File: src/rtl/climate_sort_sequencer.sv
// Climate sort sequencer: loads six thresholds from the trained-set memory, then per sample tick
// classifies Temp/Desired_Temp/time-at-setpoint and fetches the valve pattern. Option: SORT_SEQ_OVERRUN_EN.
module climate_sort_sequencer #(
    parameter int unsigned SAMPLE_PERIOD = 100,
    parameter int unsigned TIME_MAX      = 63
) (
    input  logic       clk,
    input  logic       rst_n,
    input  logic       enable,
    input  logic       cfg_reload,
    input  logic [6:0] Temp,
    input  logic [6:0] Desired_Temp,
    output logic       mem_req,
    output logic [9:0] mem_addr,
    input  logic       mem_ack,
    input  logic [7:0] mem_rdata,
    output logic [8:0] addr_out,
    output logic [5:0] valve_out,
    output logic       valve_valid,
    output logic       busy,
    output logic       cfg_ok
`ifdef SORT_SEQ_OVERRUN_EN
    ,
    output logic [7:0] overrun_cnt
`endif
);

    typedef enum logic [2:0] {
        CFG      = 3'd0,
        IDLE     = 3'd1,
        CLASSIFY = 3'd2,
        LOOKUP   = 3'd3,
        APPLY    = 3'd4
    } state_t;

    localparam logic [15:0] TICK_LAST = 16'(SAMPLE_PERIOD - 1);
    localparam logic [5:0]  TIME_SAT  = 6'(TIME_MAX);

    state_t      state_q;
    logic [15:0] tick_cnt_q;
    logic        pending_q, reload_q, seen_q;
    logic [2:0]  cfg_idx_q;
    logic [6:0]  lb_temp_q, ub_temp_q, desired_prev_q;
    logic [5:0]  lb_time_q, ub_time_q, time_q, rdata_q;
    logic [7:0]  ub_change_q, lb_change_q;
    logic        mem_req_q, valve_valid_q, busy_q, cfg_ok_q;
    logic [9:0]  mem_addr_q;
    logic [8:0]  addr_out_q;
    logic [5:0]  valve_out_q;

    assign mem_req     = mem_req_q;
    assign mem_addr    = mem_addr_q;
    assign addr_out    = addr_out_q;
    assign valve_out   = valve_out_q;
    assign valve_valid = valve_valid_q;
    assign busy        = busy_q;
    assign cfg_ok      = cfg_ok_q;

    // Band rule shared by Temp and time: the lower test wins when thresholds overlap.
    function automatic logic [2:0] band(input logic [6:0] value, input logic [6:0] lb,
                                        input logic [6:0] ub);
        if (value <= lb)      return 3'd1;
        else if (value >= ub) return 3'd3;
        return 3'd2;
    endfunction

    logic tick, in_idle, take_reload, take_sample, tick_to_pending;
    assign tick            = enable && (tick_cnt_q == TICK_LAST);
    assign in_idle         = (state_q == IDLE);
    assign take_reload     = in_idle && (cfg_reload || reload_q);
    assign take_sample     = in_idle && !take_reload && (tick || pending_q);
    assign tick_to_pending = tick && (!in_idle || take_reload);

    // Change limits are 9-bit so Desired_Temp+ub_change cannot wrap.
    logic [8:0] temp_ext, desired_ext, upper_lim, lower_lim;
    assign temp_ext    = {2'b00, Temp};
    assign desired_ext = {2'b00, Desired_Temp};
    assign upper_lim   = desired_ext + {1'b0, ub_change_q};
    assign lower_lim   = desired_ext - {1'b0, lb_change_q};

    logic [5:0] time_d;
    logic [2:0] temp_state, change_state, time_state;

    // NOTE: every always_comb output gets a default first so no latch is inferred.
    always_comb begin
        time_d       = 6'd0;
        change_state = 3'd2;
        if (seen_q && (Desired_Temp == desired_prev_q))
            time_d = (time_q >= TIME_SAT) ? TIME_SAT : time_q + 6'd1;
        if (temp_ext > upper_lim)
            change_state = 3'd1;
        else if (({1'b0, lb_change_q} <= desired_ext) && (temp_ext < lower_lim))
            change_state = 3'd3;
        temp_state = band(Temp, lb_temp_q, ub_temp_q);
        time_state = band({1'b0, time_d}, {1'b0, lb_time_q}, {1'b0, ub_time_q});
    end

    // NOTE: sequential state uses non-blocking assignments only, so every register
    // samples pre-edge values regardless of statement order.
    always_ff @(posedge clk or negedge rst_n) begin
        if (!rst_n)
            tick_cnt_q <= '0;
        else if (!enable || (tick_cnt_q == TICK_LAST))
            tick_cnt_q <= '0;
        else
            tick_cnt_q <= tick_cnt_q + 16'd1;
    end

    // NOTE: threshold registers are reset too; the design relies on cfg_ok, not on
    // their contents, but a known value keeps simulation and silicon in step.
    always_ff @(posedge clk or negedge rst_n) begin
        if (!rst_n) begin
            state_q        <= CFG;
            pending_q      <= 1'b0;
            reload_q       <= 1'b0;
            seen_q         <= 1'b0;
            cfg_idx_q      <= '0;
            lb_temp_q      <= '0;
            ub_temp_q      <= '0;
            lb_time_q      <= '0;
            ub_time_q      <= '0;
            ub_change_q    <= '0;
            lb_change_q    <= '0;
            desired_prev_q <= '0;
            time_q         <= '0;
            rdata_q        <= '0;
            mem_req_q      <= 1'b0;
            mem_addr_q     <= '0;
            addr_out_q     <= '0;
            valve_out_q    <= '0;
            valve_valid_q  <= 1'b0;
            busy_q         <= 1'b0;
            cfg_ok_q       <= 1'b0;
        end else begin
            valve_valid_q <= 1'b0;
            busy_q        <= 1'b1;

            if (!enable)
                pending_q <= 1'b0;
            else if (tick_to_pending)
                pending_q <= 1'b1;
            else if (take_sample)
                pending_q <= tick && pending_q;

            if (take_reload)
                reload_q <= 1'b0;
            else if (cfg_reload)
                reload_q <= 1'b1;

            case (state_q)
                CFG: begin
                    if (!mem_req_q) begin
                        mem_req_q  <= 1'b1;
                        mem_addr_q <= {1'b1, 6'd0, cfg_idx_q};
                    end else if (mem_ack) begin
                        mem_req_q <= 1'b0;
                        case (cfg_idx_q)
                            3'd0:    lb_temp_q   <= mem_rdata[6:0];
                            3'd1:    ub_temp_q   <= mem_rdata[6:0];
                            3'd2:    lb_time_q   <= mem_rdata[5:0];
                            3'd3:    ub_time_q   <= mem_rdata[5:0];
                            3'd4:    ub_change_q <= mem_rdata;
                            default: lb_change_q <= mem_rdata;
                        endcase
                        if (cfg_idx_q == 3'd5) begin
                            cfg_idx_q <= '0;
                            cfg_ok_q  <= 1'b1;
                            state_q   <= IDLE;
                            busy_q    <= 1'b0;
                        end else begin
                            cfg_idx_q <= cfg_idx_q + 3'd1;
                        end
                    end
                end
                IDLE: begin
                    busy_q <= take_reload || take_sample;
                    if (take_reload)
                        state_q <= CFG;
                    else if (take_sample)
                        state_q <= CLASSIFY;
                end
                CLASSIFY: begin
                    addr_out_q     <= {temp_state, change_state, time_state};
                    time_q         <= time_d;
                    desired_prev_q <= Desired_Temp;
                    seen_q         <= 1'b1;
                    state_q        <= LOOKUP;
                end
                LOOKUP: begin
                    if (!mem_req_q) begin
                        mem_req_q  <= 1'b1;
                        mem_addr_q <= {1'b0, addr_out_q};
                    end else if (mem_ack) begin
                        mem_req_q <= 1'b0;
                        rdata_q   <= mem_rdata[5:0];
                        state_q   <= APPLY;
                    end
                end
                APPLY: begin
                    valve_out_q   <= rdata_q;
                    valve_valid_q <= 1'b1;
                    busy_q        <= 1'b0;
                    state_q       <= IDLE;
                end
                default: state_q <= CFG;
            endcase
        end
    end

`ifdef SORT_SEQ_OVERRUN_EN
    logic [7:0] overrun_q;
    logic       tick_dropped;
    assign tick_dropped = tick_to_pending && pending_q;
    assign overrun_cnt  = overrun_q;

    always_ff @(posedge clk or negedge rst_n) begin
        if (!rst_n)
            overrun_q <= '0;
        else if (cfg_reload)
            overrun_q <= '0;
        else if (tick_dropped && (overrun_q != 8'hFF))
            overrun_q <= overrun_q + 8'd1;
    end
`endif

endmodule

File: config.mk
export PLATFORM = sky130hd
export DESIGN_NAME = climate_sort_sequencer
export DESIGN_NICKNAME = d
export VERILOG_FILES = /design/src/rtl/climate_sort_sequencer.sv
export SDC_FILE = /design/constraint.sdc
export NUM_CORES = 1
export LEC_CHECK = 0
export BUFFER_PORTS_ARGS = -buffer_cell sky130_fd_sc_hd__buf_4
export CORE_MARGIN = 4
export CORE_UTILIZATION = 45
export DETAILED_ROUTE_END_ITERATION = 7
export PLACE_DENSITY = 0.72
export SYNTH_ARGS = -nofsm -noshare
export SYNTH_HDL_FRONTEND = slang
export SYNTH_SLANG_ARGS = --single-unit
File: constraint.sdc
create_clock -name clk -period 3.3 [get_ports clk]
set_input_delay 0.66 -clock clk [delete_from_list [all_inputs] [get_ports clk]]
set_output_delay 0.66 -clock clk [all_outputs]
set_load 0.01 [all_outputs]
==> results.yml, run 1 <==
logic_synthesis:
  yosys_most_used_dff: "dfrtp_1"
  yosys_warnings: 0
  synth-seq-area-share_pct: 44.3
  yosys.area.top_type_share_pct: 44.3
  synth_area_leader_cell: "dfrtp_1"
  ys_ff_latch: 110
  synth_edf_count: 0
  synth_cell_types: 56
  syn-instance-count: 611
  synth_common_cells: "110 x dfrtp_1, 71 x nand2_1, 54 x ha_1"
  synth_area_leaders: "dfrtp_1 44%, ha_1 11%, mux2_2 5.8%"
  syn_avg_cell_area_um2: 10.2
  syn_area_um2: 6210
  synth.most_common_cell: "dfrtp_1"
  synthArstFlopShare_pct: 100
clocking:
  holdBufCountCts: 0
  ctsLongestPathBuffers: 2
  ctsResizeCount: 0
  post_cts_buffers: 0
  cts_buffers: 9
  htreeDepth: 3
  clock_latency_ns: 0.35
  path_clk_slew_ns: 0.07
  cts_tree: "yes"
  clock-sinks: 110
  clock-root-buffer: "clkbuf_16"
die:
  dieWidth_um: 125
  rows: 42
  start_util_pct: 46.3
  die-area_um2: 15700
  ioPinCount: 56
  core_um2: 13400
  die_h_um: 125
timing:
  finalClockSkew_ns: 0.00605
  min_period_over_period_pct: 94.1
  fin_hold_ws_ns: 0.473
  fin_ws_ns: 0.194
  worst_slew_pin_slew_ns: 1.01
  finalCriticalPeriod_ns: 3.11
  finalHoldViolCount: 0
  slew_violations: 0
  fmax_ghz: 0.322
  relSlewSlack_pct: 32.8
  grt_setup_unrepaired: "false"
  setup_viol: 0
worst_setup_path:
  cp-end-kind: "flip-flop"
  critPathKind: "input pin to flip-flop"
  cp-start-kind: "input pin"
  crit_path_max_fanout: 2
  crit_arrival_ns: 3.35
  critical_path_required_ns: 3.54
global_route:
  grt_usage_pct: 18.7
  overflow: 0
  antenna_found_initial: 0
  grt_max_degree: 79
  grt_pass1_wl_um: 23800
  grt_pass1_vias: 4679
detailed_routing:
  routed_via_density: 5.48
  first_pass_iters: 6
  vias: 4652
  drt.antenna.violating_nets: 0
  drc_errors: 0
  drt-initial-drc-count: 231
  wl_per_cell_um: 17.1
  drt_wl_total_um: 14600
finish:
  final_area_um2: 7130
  fill_cells: 1166
  antenna_cells: 0
  drive_gt1_share_pct: 19.5
  nNetsFinal: 751
  synthToLayoutAreaGrowth_pct: 14.9
  final_util_pct: 53.2
place:
  gp_congestion: 0.882
  pre_cts_slack_ns: -0.140
  placed_cell_area_um2: 6810
  portBuffers: 50
  dpl.hpwl_um: 10800
power:
  peakVddDrop_uv: 336
  power.leakage_uw: 0.00349
  power.density_nw_per_um2: 769
hold_path:
  hold_path.class: "input pin to async pin"
job:
  drv_cap: 0
outcome:
  status: "completed"
==> layout by cell type (no fill, tap or decap), drive strengths merged, types with 3 or more instances in the layout <==
master and n:
dfrtp 110, nand2 72, buf 63, ha 54
o21ai 43, inv 41, nor2 40, mux2 40
xor2 17, a21oi 17, xnor2 15, nand3 15
o21a 13, a21o 11, clkbuf 10, nor2b 9
nand4 8, nor3 8, nand2b 7, o31ai 7
or2 6, nor4 6, and3 5, a22o 5
conb 5, a211o 4, mux2i 4, and2 3
a211oi 3, nor3b 3
==> cells by family after synthesis <==
family	synth area share (%)
AOI/OAI and AO/OA	12.0
muxes	8.39
other	0.0604
DFF	44.3
xor gates and xnor gates	4.52
adders and majority gates	11.7
and+or+nand+nor	14.8
buffers and inverters	4.19
==> registers in the layout, indices dropped and copies added, names as in the netlist <==
register and count:
tick_cnt_q 16, desired_prev_q 7, mem_addr 8, addr_out 6, pending_q 1, seen_q 1
rdata_q 6, ub_time_q 6, lb_time_q 6, cfg_ok 1, mem_req 1, valve_out 6
lb_temp_q 7, valve_valid 1, ub_change_q 8, reload_q 1, lb_change_q 8, busy 1
state_q 3, time_q 6, cfg_idx_q 3, ub_temp_q 7
==> through the flow <==
| stage | total power, uW | std cells | setup TNS (ns) |
|---|---|---|---|
| floorplan | 3620 | 615 | 0 |
| global placement | 4140 | 833 | -0.00523 |
| detailed placement | 4280 | 833 | -0.140 |
| CTS | 5480 | 849 | 0 |
| global route | 5870 | 849 | 0 |
| finish | 5480 | 849 | 0 |
==> critical path, stage by stage <==
cell	delay [ns]
buf_4	0.12
xnor2_1	0.22
nand4_1	0.18
or2_2	0.35
a211oi_1	0.33
ha_1	0.31
a21o_1	0.17
a21oi_1	0.13
a21oi_1	0.07
maj3_1	0.35
a211o_1	0.30
o22a_1	0.16
==> layer usage <==
| layer | vias up | global-route usage [%] | wire [um] |
|---|---|---|---|
| li1 | 2231 | - | - |
| met1 | 2256 | 26.0 | 6730 |
| met2 | 127 | 29.5 | 6800 |
| met3 | 38 | 2.94 | 637 |
| met4 | 0 | 7.33 | 389 |
| met5 | - | 0 | 0 |
==> worst paths after layout <==
check | end | start | slack, ns | cells past startpoint
worst min register to register | seen_q$_DFFE_PN0P_ | seen_q$_DFFE_PN0P_ | 0.48 | 1
worst max register to register | addr_out[0]$_DFFE_PN0P_ | desired_prev_q[1]$_DFFE_PN0P_ | 0.22 | 11
worst max-delay path | addr_out[0]$_DFFE_PN0P_ | Desired_Temp[1] | 0.19 | 12
min in group clk | seen_q$_DFFE_PN0P_ | seen_q$_DFFE_PN0P_ | 0.48 | 1
max in group asynchronous | tick_cnt_q[8]$_DFF_PN0_ | rst_n | 2.01 | 2
worst min-delay path | lb_temp_q[5]$_DFFE_PN0P_ | rst_n | 0.47 | 1
==> where the power goes <==
part	internal [uW]	total, uW	switching [uW]
Clock	683	1170	485
Sequential	1740	2040	306
Combinational	1100	2270	1180
==> layout make-up <==
| class | count | area (um^2) | share of cell area [%] |
|---|---|---|---|
| multi-input combinational | 443 | 3210 | 45.0 |
| sequential | 110 | 2750 | 38.6 |
| timing repair buffer | 63 | 473 | 6.63 |
| clock buffer | 10 | 239 | 3.35 |
| tap | 176 | 220 | 3.09 |
| inverter | 41 | 154 | 2.16 |
| clock inverter | 6 | 85.1 | 1.19 |
No activity file was read; power rests on OpenSTA's default activity.
==> run 2: changes to the inputs <==
- CELL_PAD_IN_SITES_DETAIL_PLACEMENT: default -> 1
- CELL_PAD_IN_SITES_GLOBAL_PLACEMENT: default -> 1
- PLACE_DENSITY: 0.72 -> 0.86
==> results.yml, run 2 (synthesis results as in run 1) <==
outcome:
  status: "completed"
die:
  rows: 42
  ioPinCount: 56
  core_um2: 13400
  dieWidth_um: 125
  die_h_um: 125
  start_util_pct: 46.3
  die-area_um2: 15700
detailed_routing:
  drt.antenna.violating_nets: 0
  first_pass_iters: 5
  drc_errors: 0
  wl_per_cell_um: 20.9
  routed_via_density: 5.74
  vias: 4892
  drt_wl_total_um: 17800
  drt-initial-drc-count: 180
timing:
  finalHoldViolCount: 0
  finalClockSkew_ns: 0.00854
  fin_hold_ws_ns: 0.359
  slew_violations: 0
  fin_ws_ns: 0.101
  fmax_ghz: 0.313
  grt_setup_unrepaired: "false"
  worst_slew_pin_slew_ns: 0.741
  relSlewSlack_pct: 50.6
  finalCriticalPeriod_ns: 3.20
  setup_viol: 0
  min_period_over_period_pct: 96.9
clocking:
  holdBufCountCts: 0
  path_clk_slew_ns: 0.07
  ctsLongestPathBuffers: 2
  cts_buffers: 9
  clock-sinks: 110
  clock_latency_ns: 0.36
  cts_tree: "yes"
  htreeDepth: 3
  clock-root-buffer: "clkbuf_16"
place:
  dpl.hpwl_um: 13100
  portBuffers: 50
  dp.cells: 836
  pre_cts_slack_ns: -0.208
  gp_congestion: 0.858
finish:
  drive_gt1_share_pct: 20.3
  mostFrequentLayoutCells: "110 x dfrtp_1, 71 x nand2_1, 66 x buf_4, 54 x ha_1, 42 x o21ai_0"
  antenna_cells: 0
  nNetsFinal: 754
  instances_no_fill: 852
  fill_cells: 1500
  final_common_cell: "dfrtp_1"
  regMostFlops: "tick_cnt_q"
  synthToLayoutAreaGrowth_pct: 15.0
  largest_reg_flops: 16
worst_setup_path:
  crit_arrival_ns: 3.44
  cp-start-kind: "input pin"
  cp-end-kind: "flip-flop"
  crit_path_max_fanout: 7
  critPathKind: "input pin to flip-flop"
  rrSetupSlack_ns: 0.13
  critical_path_required_ns: 3.54
power:
  power_uw: 5580
  power.density_nw_per_um2: 781
  switching_share_pct: 39.1
  clock_power_share_pct: 19.5
  p_int_uw: 3400
  p_comb_share_pct: 43.8
  power.leakage_uw: 0.00350
  p_seq_share_pct: 36.7
  p_sw_uw: 2180
  peakVddDrop_uv: 439
global_route:
  grt_max_degree: 54
  grt_pass1_vias: 5566
  grt_pass1_wl_um: 29200
  antenna_found_initial: 0
  overflow: 0
  grt_usage_pct: 23.2
hold_path:
  hold_path.class: "input pin to async pin"
job:
  drv_cap: 0
## run 2: cell count changes in the layout (fill, tap and decap cells not counted), sizes merged
cell,change
inv,+1
bufinv,-2
clkinv,+1
buf,+3
## run 2: routing by layer
layer | up-vias | GRT usage [%] | wire length (um)
met5 | - | 0 | 0
met4 | 0 | 9.95 | 545
met3 | 43 | 3.41 | 572
met2 | 121 | 41.2 | 9300
met1 | 2499 | 28.0 | 7370
li1 | 2229 | - | -
## run 2: critical path: stages
cell and delay, ns:
buf_4 0.12, xnor2_1 0.20, nand4_1 0.21, or2_2 0.38
buf_4 0.17, nor2_2 0.15, ha_1 0.28, a21o_1 0.17
a21oi_1 0.17, a21oi_1 0.09, maj3_1 0.36, a211o_1 0.30
o22a_1 0.17
## run 2: what timing repair did
| item | 4_1_cts | 5_1_grt |
|---|---|---|
| gates resized for setup | 0 | 3 |
| buffers inserted | 0 | 0 |
| endpoints found under the setup margin | 0 | 1 |
## run 2: cell type report
type | instances | area (um^2) | area share (%)
Clock buffer | 10 | 239 | 3.35
Clock inverter | 6 | 56.3 | 0.789
Inverter | 41 | 154 | 2.16
Multi-Input combinational cell | 443 | 3220 | 45.1
Sequential cell | 110 | 2750 | 38.6
Tap cell | 176 | 220 | 3.08
Timing Repair Buffer | 66 | 495 | 6.94
## run 2: worst paths after layout
check | from | depth (start not counted) | to
min reg2reg | tick_cnt_q[0]$_DFF_PN0_ | 1 | tick_cnt_q[0]$_DFF_PN0_
max reg2reg | desired_prev_q[1]$_DFFE_PN0P_ | 12 | addr_out[0]$_DFFE_PN0P_
min | rst_n | 1 | lb_temp_q[6]$_DFFE_PN0P_
max | Desired_Temp[1] | 13 | addr_out[0]$_DFFE_PN0P_
min in group clk | tick_cnt_q[0]$_DFF_PN0_ | 1 | tick_cnt_q[0]$_DFF_PN0_
max in group asynchronous | rst_n | 2 | mem_addr[3]$_DFFE_PN0P_
## run 2: through the flow
stage,utilization [%],area (um^2),TNS [ns]
2_1_floorplan,-,6220,0
6_report,53.3,7140,0
5_1_grt,53.3,7140,0
3_5_place_dp,51.0,6840,-0.334
4_1_cts,53.2,7130,0
3_3_place_gp,51.0,6840,-0.0583
## run 2: power by group through the flow
| stage | clock network (uW) | logic [uW] | registers (uW) |
|---|---|---|---|
| 2_1_floorplan | 0 | 1660 | 1950 |
| 3_3_place_gp | 0 | 2120 | 2030 |
| 3_5_place_dp | 0 | 2360 | 2060 |
| 4_1_cts | 1100 | 2430 | 2040 |
| 5_1_grt | 1160 | 2700 | 2090 |
| 6_report | 1090 | 2440 | 2050 |
==> run 3: changes to the inputs <==
- SETUP_SLACK_MARGIN: default -> 0.15
==> results.yml, run 3 (synthesis results as in run 1) <==
die:
  die-area_um2: 15700
  start_util_pct: 46.3
  core_um2: 13400
  dieWidth_um: 125
  rows: 42
  die_h_um: 125
  ioPinCount: 56
timing:
  fin_hold_ws_ns: 0.272
  relSlewSlack_pct: 56.5
  fmax_ghz: 0.333
  worst_slew_pin_slew_ns: 0.648
  finalCriticalPeriod_ns: 3.00
  grt_setup_unrepaired: "false"
  finalHoldViolCount: 0
  setup_viol: 0
  min_period_over_period_pct: 90.9
  finalClockSkew_ns: 0.00705
  slew_violations: 0
worst_setup_path:
  critPathMaxStageDelay_ns: 0.42
  critPathKind: "flip-flop to flip-flop"
  cpMaxStageDelayCell: "dfrtp_1"
  crit_chain: "ha_1 > inv_1 > fa_1 > nor2b_1 > o21ai_0 > nand2b_1 > xnor2_1 > ha_1 > nand4_1 > nor2_1 > a211o_1 > a211o_1 > o211ai_1 > o21ai_1"
  cp-end-kind: "flip-flop"
  crit_arrival_ns: 3.23
  path_buf_inv: 1
  crit_path_max_fanout: 3
  critical_path_required_ns: 3.53
  cp-start-kind: "flip-flop"
  path_delay_family: "adder cells"
finish:
  largest_reg_flops: 16
  synthToLayoutAreaGrowth_pct: 14.5
  nNetsFinal: 748
  final_util_pct: 53.1
  mostFrequentLayoutCells: "110 x dfrtp_1, 71 x nand2_1, 59 x buf_4, 54 x ha_1, 42 x o21ai_0"
  drive_gt1_share_pct: 19.4
  antenna_cells: 0
  instances_no_fill: 846
  regMostFlops: "tick_cnt_q"
  final_common_cell: "dfrtp_1"
global_route:
  grt_pass1_wl_um: 29400
  grt_pass1_vias: 5479
  grt_max_degree: 51
  grt_usage_pct: 23.4
  antenna_found_initial: 0
  overflow: 0
power:
  switching_share_pct: 39.1
  p_comb_share_pct: 43.2
  peakVddDrop_uv: 412
  clock_power_share_pct: 19.8
  power.leakage_uw: 0.00347
  p_sw_uw: 2200
  power.density_nw_per_um2: 792
  p_seq_share_pct: 37.0
  p_int_uw: 3430
detailed_routing:
  drt.antenna.violating_nets: 0
  wl_per_cell_um: 21.4
  vias: 4885
  routed_via_density: 5.77
  first_pass_iters: 5
  drt_wl_total_um: 18100
  drt-initial-drc-count: 231
  drc_errors: 0
clocking:
  htreeDepth: 3
  cts_tree: "yes"
  clock-sinks: 110
  cts_buffers: 9
  clock_latency_ns: 0.36
  path_clk_slew_ns: 0.08
  clock-root-buffer: "clkbuf_16"
  holdBufCountCts: 0
  ctsLongestPathBuffers: 2
place:
  dpl.hpwl_um: 13200
  portBuffers: 50
  dp.cells: 830
  gp_congestion: 0.837
job:
  drv_cap: 0
hold_path:
  hold_path.class: "input pin to async pin"
outcome:
  status: "completed"
-- run 3: power by group through the flow --
stage                     clock [uW]  sequential, uW  combinational, uW
after floorplan                    0            1950               1670
after global placement             0            2040               2100
after detailed placement           0            2080               2350
after CTS                       1130            2070               2420
after global routing            1200            2120               2680
final                           1120            2080               2430
-- run 3: timing repair --
item / 4_1_cts / 5_1_grt
setup buffers: 0 / 0
setup endpoints to repair: 0 / 2
gates resized for setup: 0 / 3
-- run 3: routing by layer --
layer,GRT usage [%],up-vias,routed length (um)
met1,28.6,2462,7470
met3,4.43,49,855
met2,40.3,141,9210
li1,-,2233,-
met5,0,-,0
met4,10.4,0,603
-- run 3: metrics by stage --
step                TNS (ns)  total power [uW]  cell area (um^2)  setup slack [ns]
floorplan                  0              3620              6230             0.222
global placement           0              4150              6800            0.0232
detailed placement    -0.222              4430              6800            -0.123
CTS                        0              5630              7100             0.234
global route               0              6000              7110             0.146
finish                     0              5630              7110             0.300
-- run 3: layout make-up --
type	count	area, um^2
inverters	41	154
well taps	176	220
clock inverters	7	75.1
flip-flops and latches	110	2750
repair buffers	60	463
fillers	1487	6290
clock buffers	9	225
multi-input cells	443	3220
-- run 3: worst paths after layout --
path | start | endpoint | slack, ns | cells past startpoint
min in group clk | seen_q$_DFFE_PN0P_ | seen_q$_DFFE_PN0P_ | 0.49 | 1
max reg2reg | ub_change_q[0]$_DFFE_PN0P_ | addr_out[3]$_DFFE_PN0P_ | 0.30 | 14
max | ub_change_q[0]$_DFFE_PN0P_ | addr_out[3]$_DFFE_PN0P_ | 0.30 | 14
min reg2reg | seen_q$_DFFE_PN0P_ | seen_q$_DFFE_PN0P_ | 0.49 | 1
min | rst_n | ub_temp_q[5]$_DFFE_PN0P_ | 0.27 | 1
max in group asynchronous | rst_n | valve_out[0]$_DFFE_PN0P_ | 2.29 | 2
-- run 3: worst register-to-register path, stage by stage (launching register included) --
cell and delay (ns):
dfrtp_1 0.42, ha_1 0.21, inv_1 0.06, fa_1 0.42, nor2b_1 0.13, o21ai_0 0.08
nand2b_1 0.15, xnor2_1 0.15, ha_1 0.28, nand4_1 0.11, nor2_1 0.05, a211o_1 0.28
a211o_1 0.31, o211ai_1 0.11, o21ai_1 0.11
